File: config.mk
export PLATFORM = sky130hd
export DESIGN_NAME = mem_indirect_sequencer_flat
export DESIGN_NICKNAME = d
export VERILOG_FILES = /design/src/rtl/mem_indirect_sequencer_if.sv /design/src/rtl/mem_indirect_sequencer.sv /design/src/flat_wrapper.sv
export SDC_FILE = /design/constraint.sdc
export NUM_CORES = 1
export LEC_CHECK = 0
export BUFFER_PORTS_ARGS = -buffer_cell sky130_fd_sc_hd__buf_2
export CORE_MARGIN = 8
export CORE_UTILIZATION = 40
export CTS_CLUSTER_DIAMETER = 40
export DETAILED_ROUTE_END_ITERATION = 8
export PLACE_DENSITY = 0.78
export SYNTH_ARGS = -nofsm -noshare
export SYNTH_HDL_FRONTEND = slang
export SYNTH_SLANG_ARGS = --single-unit
export TNS_END_PERCENT = 20
File: constraint.sdc
create_clock -name clk -period 5.1 [get_ports clk]
set_clock_uncertainty 0.05 [all_clocks]
set_input_delay 1.02 -clock clk [delete_from_list [all_inputs] [get_ports clk]]
set_output_delay 1.02 -clock clk [all_outputs]
set_load 0.01 [all_outputs]
File: src/rtl/mem_indirect_sequencer_if.sv
// rtl/mem_indirect_sequencer_if.sv - data-memory strobe/response bundle for the MEM-stage sequencer
interface mem_indirect_sequencer_if #(
    parameter int DATA_W = 16
);
    logic              mem_read;
    logic              mem_write;
    logic              memaddr_sel;
    logic              mem_resp;
    logic [DATA_W-1:0] mem_rdata;

    modport master (
        output mem_read, mem_write, memaddr_sel,
        input  mem_resp, mem_rdata
    );

    modport slave (
        input  mem_read, mem_write, memaddr_sel,
        output mem_resp, mem_rdata
    );
endinterface

File: src/rtl/mem_indirect_sequencer.sv
// rtl/mem_indirect_sequencer.sv - LC-3b MEM-stage access sequencer with multi-level LDI/STI indirection
module mem_indirect_sequencer #(
    parameter int DATA_W         = 16,
    parameter int INDIRECT_DEPTH = 1,
    parameter int TIMEOUT_CYCLES = 0,
    parameter int CNT_W          = 8
) (
    input  logic                          clk,
    input  logic                          rst,
    input  logic                          i_start,
    input  logic [3:0]                    i_opcode,
    input  logic                          i_err_clear,
    mem_indirect_sequencer_if.master      mem,
    output logic                          o_proceed,
    output logic                          o_ptr_load,
    output logic [DATA_W-1:0]             o_ptr_q,
    output logic [2:0]                    o_level,
    output logic                          o_done,
    output logic                          o_timeout_err
);
    localparam logic [3:0] OP_LDB = 4'b0010;
    localparam logic [3:0] OP_STB = 4'b0011;
    localparam logic [3:0] OP_LDR = 4'b0110;
    localparam logic [3:0] OP_STR = 4'b0111;
    localparam logic [3:0] OP_LDI = 4'b1010;
    localparam logic [3:0] OP_STI = 4'b1011;

    localparam int          TO_LAST_I = (TIMEOUT_CYCLES > 0) ? TIMEOUT_CYCLES - 1 : 0;
    localparam logic [CNT_W-1:0] TO_LAST = CNT_W'(TO_LAST_I);
    localparam logic [2:0]  LAST_LVL  = 3'(INDIRECT_DEPTH - 1);
    localparam logic        TO_EN     = (TIMEOUT_CYCLES > 0);

    typedef enum logic [1:0] {
        S_IDLE  = 2'd0,
        S_PTR   = 2'd1,
        S_FINAL = 2'd2
    } state_t;

    state_t              r_state;
    state_t              w_next;
    logic [DATA_W-1:0]   r_ptr_q;
    logic [2:0]          r_level;
    logic [3:0]          r_op_q;
    logic [CNT_W-1:0]    r_wait_cnt;
    logic                r_timeout_err;

    logic w_is_plain_rd, w_is_plain_wr, w_is_ind;
    logic w_timeout, w_accept_ind;
    logic w_read, w_write, w_sel, w_proceed, w_ptr_load, w_done;

    assign w_is_plain_rd = (i_opcode == OP_LDR) || (i_opcode == OP_LDB);
    assign w_is_plain_wr = (i_opcode == OP_STR) || (i_opcode == OP_STB);
    assign w_is_ind      = (i_opcode == OP_LDI) || (i_opcode == OP_STI);
    assign w_accept_ind  = (r_state == S_IDLE) && i_start && w_is_ind;

    // A response landing on the expiry cycle still counts as progress.
    assign w_timeout = TO_EN && (r_state != S_IDLE) && !mem.mem_resp
                       && (r_wait_cnt == TO_LAST);

    always_comb begin
        w_next     = r_state;
        w_read     = 1'b0;
        w_write    = 1'b0;
        w_sel      = 1'b0;
        w_proceed  = 1'b1;
        w_ptr_load = 1'b0;
        w_done     = 1'b0;
        case (r_state)
            S_IDLE: begin
                if (i_start) begin
                    if (w_is_plain_rd) begin
                        w_read    = 1'b1;
                        w_proceed = mem.mem_resp;
                    end else if (w_is_plain_wr) begin
                        w_write   = 1'b1;
                        w_proceed = mem.mem_resp;
                    end else if (w_is_ind) begin
                        w_read    = 1'b1;
                        w_proceed = 1'b0;
                        w_next    = S_PTR;
                    end
                end
            end
            S_PTR: begin
                w_read    = 1'b1;
                w_sel     = (r_level != 3'd0);
                w_proceed = 1'b0;
                if (w_timeout) begin
                    w_read    = 1'b0;
                    w_proceed = 1'b1;
                    w_next    = S_IDLE;
                end else if (mem.mem_resp) begin
                    w_ptr_load = 1'b1;
                    if (r_level == LAST_LVL)
                        w_next = S_FINAL;
                end
            end
            S_FINAL: begin
                w_sel     = 1'b1;
                w_read    = (r_op_q == OP_LDI);
                w_write   = (r_op_q == OP_STI);
                w_proceed = mem.mem_resp;
                if (w_timeout) begin
                    w_read    = 1'b0;
                    w_write   = 1'b0;
                    w_proceed = 1'b1;
                    w_next    = S_IDLE;
                end else if (mem.mem_resp) begin
                    w_done = 1'b1;
                    w_next = S_IDLE;
                end
            end
            default: w_next = S_IDLE;
        endcase
    end

    // Reset also masks the combinational outputs so strobes drop the instant rst rises.
    assign mem.mem_read    = w_read    && !rst;
    assign mem.mem_write   = w_write   && !rst;
    assign mem.memaddr_sel = w_sel     && !rst;
    assign o_ptr_load      = w_ptr_load && !rst;
    assign o_done          = w_done    && !rst;
    assign o_proceed       = w_proceed || rst;

    always_ff @(posedge clk or posedge rst) begin
        if (rst) begin
            r_state       <= S_IDLE;
            r_ptr_q       <= '0;
            r_level       <= 3'd0;
            r_op_q        <= 4'd0;
            r_wait_cnt    <= '0;
            r_timeout_err <= 1'b0;
        end else begin
            r_state <= w_next;
            if (w_accept_ind)
                r_op_q <= i_opcode;
            if (w_ptr_load) begin
                r_ptr_q <= mem.mem_rdata;
                r_level <= r_level + 3'd1;
            end
            if (w_done || w_timeout)
                r_level <= 3'd0;
            if ((w_next != r_state) || mem.mem_resp || (r_state == S_IDLE))
                r_wait_cnt <= '0;
            else
                r_wait_cnt <= r_wait_cnt + 1'b1;
            if (w_timeout)
                r_timeout_err <= 1'b1;
            else if (i_err_clear)
                r_timeout_err <= 1'b0;
        end
    end

    assign o_ptr_q       = r_ptr_q;
    assign o_level       = r_level;
    assign o_timeout_err = r_timeout_err;
endmodule

File: src/flat_wrapper.sv
// flat-port wrapper written by rule: the top's interface ports become plain ports
module mem_indirect_sequencer_flat 
#(
    parameter int DATA_W         = 16,
    parameter int INDIRECT_DEPTH = 1,
    parameter int TIMEOUT_CYCLES = 0,
    parameter int CNT_W          = 8
)
  (clk, rst, i_start, i_opcode, i_err_clear, o_proceed, o_ptr_load, o_ptr_q, o_level, o_done, o_timeout_err, mem_mem_read, mem_mem_write, mem_memaddr_sel, mem_mem_resp, mem_mem_rdata);
  mem_indirect_sequencer_if #(.DATA_W(DATA_W)) mem_i ();
  input  logic clk;
  input  logic rst;
  input  logic i_start;
  input  logic [3:0] i_opcode;
  input  logic i_err_clear;
  output logic o_proceed;
  output logic o_ptr_load;
  output logic [DATA_W-1:0] o_ptr_q;
  output logic [2:0] o_level;
  output logic o_done;
  output logic o_timeout_err;
  output wire logic [$bits(mem_i.mem_read)-1:0] mem_mem_read;
  output wire logic [$bits(mem_i.mem_write)-1:0] mem_mem_write;
  output wire logic [$bits(mem_i.memaddr_sel)-1:0] mem_memaddr_sel;
  input wire logic [$bits(mem_i.mem_resp)-1:0] mem_mem_resp;
  input wire logic [$bits(mem_i.mem_rdata)-1:0] mem_mem_rdata;
  assign mem_mem_read = mem_i.mem_read;
  assign mem_mem_write = mem_i.mem_write;
  assign mem_memaddr_sel = mem_i.memaddr_sel;
  assign mem_i.mem_resp = mem_mem_resp;
  assign mem_i.mem_rdata = mem_mem_rdata;
  mem_indirect_sequencer #(.DATA_W(DATA_W), .INDIRECT_DEPTH(INDIRECT_DEPTH), .TIMEOUT_CYCLES(TIMEOUT_CYCLES), .CNT_W(CNT_W)) u_core (.clk(clk), .rst(rst), .i_start(i_start), .i_opcode(i_opcode), .i_err_clear(i_err_clear), .mem(mem_i), .o_proceed(o_proceed), .o_ptr_load(o_ptr_load), .o_ptr_q(o_ptr_q), .o_level(o_level), .o_done(o_done), .o_timeout_err(o_timeout_err));
endmodule
==> results of run 1 <==
## flip-flops by register name (all words and copies together) (netlist names)
register	count
u_core.r_op_q	4
u_core.o_level	3
u_core.r_state	2
u_core.o_ptr_q	16
## report_power, final
part	switching (mW)	internal, mW	total [mW]
Combinational	0.179	0.171	0.350
Sequential	0.0454	0.284	0.330
Clock	0.0559	0.0293	0.0852
Total	0.281	0.485	0.765
## how the worst max path moves through the flow
stage                                  startpoint             to  slack (ns)  depth (start not counted)
floorplan                                     rst  mem_mem_write        2.17                          2
global placement                          i_start   mem_mem_read        1.97                          5
detailed placement                        i_start   mem_mem_read        1.95                          5
CTS                 u_core.r_state[1]$_DFFE_PP0P_   mem_mem_read        1.92                          6
global route        u_core.r_state[0]$_DFFE_PP0P_   mem_mem_read        1.78                          6
finish              u_core.r_state[1]$_DFFE_PP0P_   mem_mem_read        1.93                          6
## layer usage
layer | part of all wire [%] | up-vias
li1 | - | 450
met1 | 46 | 443
met2 | 43 | 39
met3 | 11 | 2
met4 | 0.30 | 0
met5 | 0 | -
## kinds of logic (layout without fill, tap and decap cells)
family,count (synthesis),after routing
AO/OA/AOI/OAI,17,17
multiplexers,19,19
other,1,1
flip-flops,25,25
buffers and inverters,12,62
adder cells (fa/ha/maj),6,6
AND/OR/NAND/NOR,20,20
## layout make-up
cell class | instances | area [um^2]
clock inverters | 1 | 5.005
well taps | 33 | 41.29
repair buffers | 49 | 247.7
inverters | 9 | 33.78
clock buffers | 3 | 22.52
multi-input cells | 63 | 544.3
fillers | 263 | 1458
flip-flops and latches | 25 | 625.6
## cells in the final DEF, fill, tap and decap left out, types with 2 or more instances in the layout
cell type	netlist	routed
clkbuf_4	0	3
mux2i_1	2	2
nor2_1	3	3
inv_1	9	9
nand4b_1	2	2
o21ai_0	5	5
mux2_2	17	17
nand3_1	2	2
nand2_1	4	4
a21oi_1	3	3
ha_1	6	6
buf_2	1	48
dfrtp_1	25	25
or2b_1	2	2
## per-stage QoR
| stage | cells | util, % | hold WS, ns | setup WS (ns) |
|---|---|---|---|---|
| 2_1_floorplan | 100 | - | 0.3821 | 2.171 |
| 3_3_place_gp | 179 | 50.13 | 0.3970 | 1.975 |
| 3_5_place_dp | 179 | 50.13 | 0.4081 | 1.953 |
| 4_1_cts | 183 | 51.05 | 0.4432 | 1.925 |
| 5_1_grt | 183 | 51.05 | 0.4690 | 1.779 |
| 6_report | 183 | 51.05 | 0.4378 | 1.931 |
==> impl_metrics.csv, run 1 <==
group,metric,value,unit
synthesis,synth_xor_area_share,0,%
synthesis,synthSimpleGateAreaFrac,10.15,%
synthesis,synth_top_family_by_area,"multiplexers",
setup_path,path_cells,"inv_1, ha_1, nand3_2, or3b_4, a311oi_2, buf_2",
setup_path,r2r_slack,3.31,ns
global_routing,grt_use_met3,5.439,%
timing,drv_slew,0,
timing,fin_tns_setup,0,ns
die,coreArea,2978,um^2
power_and_ir_drop,p_total,0.7653,mW
setup_path,setup.worst_path.start_class,"register",
setup_path,max_stage_delay,0.45,ns
cts,clock_latency,0.31,ns
detailed_routing,drt-vias-per-instance,5.104,
power_and_ir_drop,power_density,503.4,nW/um^2
cts,path_clk_slew,0.13,ns
synthesis,syn_inst,100,
synthesis,yosysMostFrequentCell,"dfrtp_1",
synthesis,synth_top_area_share,51.28,%
min_path,min_delay_path_depth,1,
synthesis,synthFlopType,"dfrtp_1",
setup_path,critPathCaptureType,"output port",
place,dp_hpwl,2093,um
synthesis,ys_seq_area_share,51.28,%
finish,drive_above_1_share,51.33,%
min_path,min_from,"u_core.r_op_q[1]$_DFFE_PP0P_",
global_routing,met1_usage,12.76,%
finish,area_growth,24.62,%
min_path,min_to,"u_core.r_op_q[1]$_DFFE_PP0P_",
synthesis,synth_area,1220,um^2
synthesis,synth.avg_cell_area,12.20,um^2
synthesis,synth_fa_ha_area_share,6.154,%
die,core.rowCount,20,
synthesis,synth-async-reset-ratio,100.0,%
timing,rsz0062_at_grt,"no",
setup_path,cpLargestDelayFamily,"simple AND/OR/NAND/NOR gates",
synthesis,yosysWarningCount,0,
place,dpl_cell_area,1493,um^2
outcome,status,"finished clean",
synthesis,synthMuxAreaShare,17.33,%
timing,period_needed,3.169,ns
cts,cts_resized,0,
global_routing,grt_overflow,0,
cts,clockBufferDepth,2,
setup_path,rr_endpoint,"u_core.o_ptr_q[11]$_DFFE_PP0P_",
detailed_routing,wl_per_cell,14.34,um
global_routing,grt_pass1_vias,1043,
synthesis,ys_ff_latch,25,
setup_path,crit_buf_inv,2,
global_routing,grt_pass1_wl,4478,um
synthesis,synth-edff-count,0,
finish,final_area,1520,um^2
cts,clock_sinks,25,
cts,htreeDepth,1,
setup_path,r2r-start,"u_core.r_state[1]$_DFFE_PP0P_",
cts,cts_made_buffers,3,
die,start_util,40.97,%
detailed_routing,dr.pass1.iters,4,
synthesis,yosys.area.top_type,"dfrtp_1",
detailed_routing,drt_first_iter_violations,33,
timing,setup_viol,0,
min_path,hold_class,"register to register",
cts,root_buffer,"clkbuf_4",
place,port_buffers,48,
cts,post_cts_buffers,0,
die,die_w,71.23,um
timing,hold_violations,0,
setup_path,slowest_stage,"or3b_4",
synthesis,synth_compound_area_share,10.67,%
setup_path,worst-path-max-fanout,5,
global_routing,grt_util_met2,15.92,%
synthesis,synth_cell_types,32,
synthesis,syn_nets,131,
cts,cts_tree,"yes",
cts,holdBufCountCts,0,
setup_path,path_class,"register to output port",
timing,fmax,0.3155,GHz
detailed_routing,routed_wirelength,2624,um
global_routing,grt_max_degree,27,
die,dieArea,5073,um^2
power_and_ir_drop,vdd_drop_max,0.2636,mV
global_routing,antenna_found_initial,0,
synthesis,synthTopCellsByArea,"dfrtp_1 51%, mux2_2 16%, ha_1 6.2%, inv_1 2.8%, o21ai_0 2.1%",
global_routing,track_usage,10.61,%
die,pin_count,51,
place,place.gp.congestion,0.7770,
setup_path,r2r_cells,4,
setup_path,worstPathRequired,4.03,ns
power_and_ir_drop,p_leak,0.7773,nW
timing,timing.final.crit_share,62.14,%
detailed_routing,drtAntennaViolNets,0,
global_routing,grt_busiest_layer,"met2",
setup_path,cp_data_arrival_time,2.10,ns
die,die_h,71.23,um
detailed_routing,drc,0,
job,drv_cap,0,
synthesis,ys_top_cells_by_count,"25 x dfrtp_1, 17 x mux2_2, 9 x inv_1",
detailed_routing,dr_total_vias,934,
finish,num_antenna_cells,0,
finish,finish.net_count,182,
(Power assumes the default switching activity.)
==> run 2: changes to the inputs <==
--- a/config.mk
+++ b/config.mk
@@ -5,12 +5,13 @@
 export SDC_FILE = /design/constraint.sdc
 export NUM_CORES = 1
 export LEC_CHECK = 0
+export ABC_AREA = 1
 export BUFFER_PORTS_ARGS = -buffer_cell sky130_fd_sc_hd__buf_2
 export CORE_MARGIN = 8
 export CORE_UTILIZATION = 40
 export CTS_CLUSTER_DIAMETER = 40
 export DETAILED_ROUTE_END_ITERATION = 8
-export PLACE_DENSITY = 0.78
+export PLACE_DENSITY = 0.8
 export SYNTH_ARGS = -nofsm -noshare
 export SYNTH_HDL_FRONTEND = slang
 export SYNTH_SLANG_ARGS = --single-unit
==> constraint.sdc (replaced) <==
create_clock -name clk -period 2.8 [get_ports clk]
set_clock_uncertainty 0.05 [all_clocks]
set_input_delay 0.56 -clock clk [delete_from_list [all_inputs] [get_ports clk]]
set_output_delay 0.56 -clock clk [all_outputs]
set_load 0.01 [all_outputs]
==> run 2 against run 1 <==
Compared with the run above:
- global-route usage is 0.85 points higher
- wire length grew 5.9%
- sequential power up 80%
- flip-flop and latch count is the same
- design area down 0.41%
- critical endpoint unchanged
- highest routed layer unchanged
==> impl_metrics.csv, run 2 <==
group,metric,value,unit
outcome,status,"finished clean",
finish,final_common_cell,"nand2_1",
cts,htreeDepth,1,
die,coreArea,2978,um^2
finish,area_growth,23.47,%
cts,cts_made_buffers,3,
global_routing,grt_pass1_wl,4836,um
setup_path,worstPathRequired,2.19,ns
timing,fin_tns_setup,0,ns
power_and_ir_drop,p_sw_share,41.74,%
global_routing,grt_overflow,0,
timing,drv_slew,0,
cts,cts_tree,"yes",
place,dp_hpwl,2140,um
setup_path,worst-path-max-fanout,6,
detailed_routing,dr_wl_met2,1422,um
min_path,hold_class,"primary input to async pin",
cts,holdBufCountCts,0,
detailed_routing,highest_layer,"met4",
detailed_routing,dr_total_vias,1080,
synthesis,synth-edff-count,0,
synthesis,yosys.area.top_type,"dfrtp_1",
job,drv_cap,0,
power_and_ir_drop,vdd_drop_max,0.4261,mV
timing,setup_viol,0,
finish,finish.net_count,238,
detailed_routing,drt-vias-per-instance,4.519,
timing,setup_ws,0.5009,ns
finish,layout_common_cells,"75 x nand2_1, 48 x buf_2, 25 x dfrtp_1",
place,port_buffers,48,
finish,drive_above_1_share,27.67,%
finish,num_antenna_cells,0,
detailed_routing,met1_length,1164,um
global_routing,antenna_found_initial,0,
cts,root_buffer,"clkbuf_4",
setup_path,path_class,"register to output port",
synthesis,ys_top_cells_by_count,"75 x nand2_1, 25 x dfrtp_1, 16 x inv_1",
die,die_h,71.37,um
detailed_routing,drtAntennaViolNets,0,
die,start_util,41.18,%
place,place.gp.congestion,0.8064,
timing,rsz0062_at_grt,"no",
detailed_routing,met3_length,161,um
finish,fillers,290,
synthesis,synth_top_area_share,51.02,%
global_routing,grt_pass1_vias,1080,
power_and_ir_drop,p_int,0.8181,mW
detailed_routing,routed_wirelength,2780,um
die,core.rowCount,20,
setup_path,cp_data_arrival_time,1.69,ns
setup_path,setup.worst_path.start_class,"register",
finish,largest_reg_flops,16,
synthesis,syn_inst,157,
synthesis,yosysWarningCount,0,
synthesis,synth_area,1226,um^2
detailed_routing,dr.pass1.iters,4,
power_and_ir_drop,pwr-share-seq,42.2,%
power_and_ir_drop,p_leak,0.9330,nW
detailed_routing,drt_first_iter_violations,51,
cts,clock_sinks,25,
setup_path,critPathCaptureType,"output port",
cts,path_clk_slew,0.14,ns
power_and_ir_drop,combPwrFrac,46.0,%
detailed_routing,drc,0,
die,dieArea,5093,um^2
synthesis,yosysMostFrequentCell,"nand2_1",
setup_path,r2r_cells,7,
timing,fmax,0.4349,GHz
synthesis,synthFlopType,"dfrtp_1",
detailed_routing,wl_per_cell,11.63,um
timing,hold_violations,0,
finish,utilization,50.84,%
cts,clock_latency,0.32,ns
finish,fin_cells,239,
synthesis,ys_ff_latch,25,
global_routing,grt_max_degree,26,
timing,timing.final.crit_share,82.11,%
cts,cts_resized,0,
synthesis,ys_seq_area_share,51.02,%
synthesis,synthTopCellsByArea,"dfrtp_1 51%, nand2_1 23%, ha_1 6.1%, inv_1 4.9%, nand3_1 3.7%",
synthesis,syn_nets,188,
place,pre_cts_ws,0.8472,ns
power_and_ir_drop,p_total,1.404,mW
power_and_ir_drop,p_switching,0.5861,mW
place,numPlacedInstances,235,
cts,post_cts_buffers,0,
timing,period_needed,2.299,ns
power_and_ir_drop,power_density,927.5,nW/um^2
die,pin_count,51,
global_routing,track_usage,11.46,%
synthesis,synth-async-reset-ratio,100.0,%
synthesis,synth_cell_types,18,
die,die_w,71.37,um
cts,clockBufferDepth,2,
power_and_ir_drop,clkPwrFrac,11.8,%
synthesis,synth.avg_cell_area,7.810,um^2
==> run 2: changes by cell type after synthesis, sizes merged, moves of 2 or more <==
| cell | change |
|---|---|
| nand2 | +72 |
| mux2 | -17 |
| inv | +8 |
| nor2 | +7 |
| nand3 | +6 |
| buf | +2 |
| mux2i | -2 |
| nand4b | -2 |
| o21ai | -2 |
| or2b | -2 |
==> run 2: metal layers <==
layer  vias up  GRT usage [%]
met5         -              0
met4         0          4.157
met3         4          2.929
met2        25          20.82
met1       485          12.41
li1        566              -
==> run 2: cells by family (layout without fill, tap and decap cells) <==
family          Yosys count  after routing  share of synthesized area [%]
compound gates            7              7                          3.163
simple gates             97             97                          31.63
fa+ha+maj                 6              6                          6.122
buf+inv                  21             70                          7.754
flops                    25             25                          51.02
other cells               1              1                         0.3058
==> run 2: metrics by stage <==
stage                     instance area (um^2)  hold WS, ns
final                                     1514       0.2697
after global routing                      1514       0.3028
after CTS                                 1514       0.2810
after detailed placement                  1484       0.3912
after global placement                    1484       0.3860
after floorplan                           1226       0.3725
==> run 2: final cells by class <==
class                      instances  area, um^2  area share [%]
sequential                        25       625.6           41.32
multi-input combinational        111       505.5           33.39
timing repair buffer              49       247.7           16.36
inverter                          17       63.81           4.215
tap                               33       41.29           2.727
clock buffer                       3       22.52           1.488
clock inverter                     1       7.507          0.4959
==> run 2: final timing paths <==
kind | from | endpoint | slack, ns
min | rst | u_core.r_state[1]$_DFFE_PP0P_ | 0.27
max | u_core.r_state[0]$_DFFE_PP0P_ | mem_mem_read | 0.50
max reg2reg | u_core.r_state[1]$_DFFE_PP0P_ | u_core.o_level[2]$_DFFE_PP0P_ | 1.09
max in group asynchronous | rst | u_core.o_ptr_q[5]$_DFFE_PP0P_ | 2.19
min in group clk | mem_mem_rdata[15] | u_core.o_ptr_q[15]$_DFFE_PP0P_ | 0.37
min reg2reg | u_core.r_op_q[3]$_DFFE_PP0P_ | u_core.r_op_q[3]$_DFFE_PP0P_ | 0.42
==> run 2: worst max-delay path, stage by stage, from the launching register on <==
cell	delay, ns
dfrtp_1	0.42
inv_1	0.08
ha_1	0.23
nand2_1	0.06
inv_1	0.05
nand2_1	0.16
nand2_1	0.07
nor2_1	0.11
nor2_1	0.05
buf_2	0.13
==> run 2: power by group through the flow <==
stage / Combinational (mW) / Sequential [mW] / Clock (mW)
after CTS: 0.664 / 0.594 / 0.174
final: 0.645 / 0.593 / 0.166
after detailed placement: 0.658 / 0.602 / 0
after floorplan: 0.363 / 0.659 / 0
after global routing: 0.744 / 0.610 / 0.188
after global placement: 0.645 / 0.594 / 0
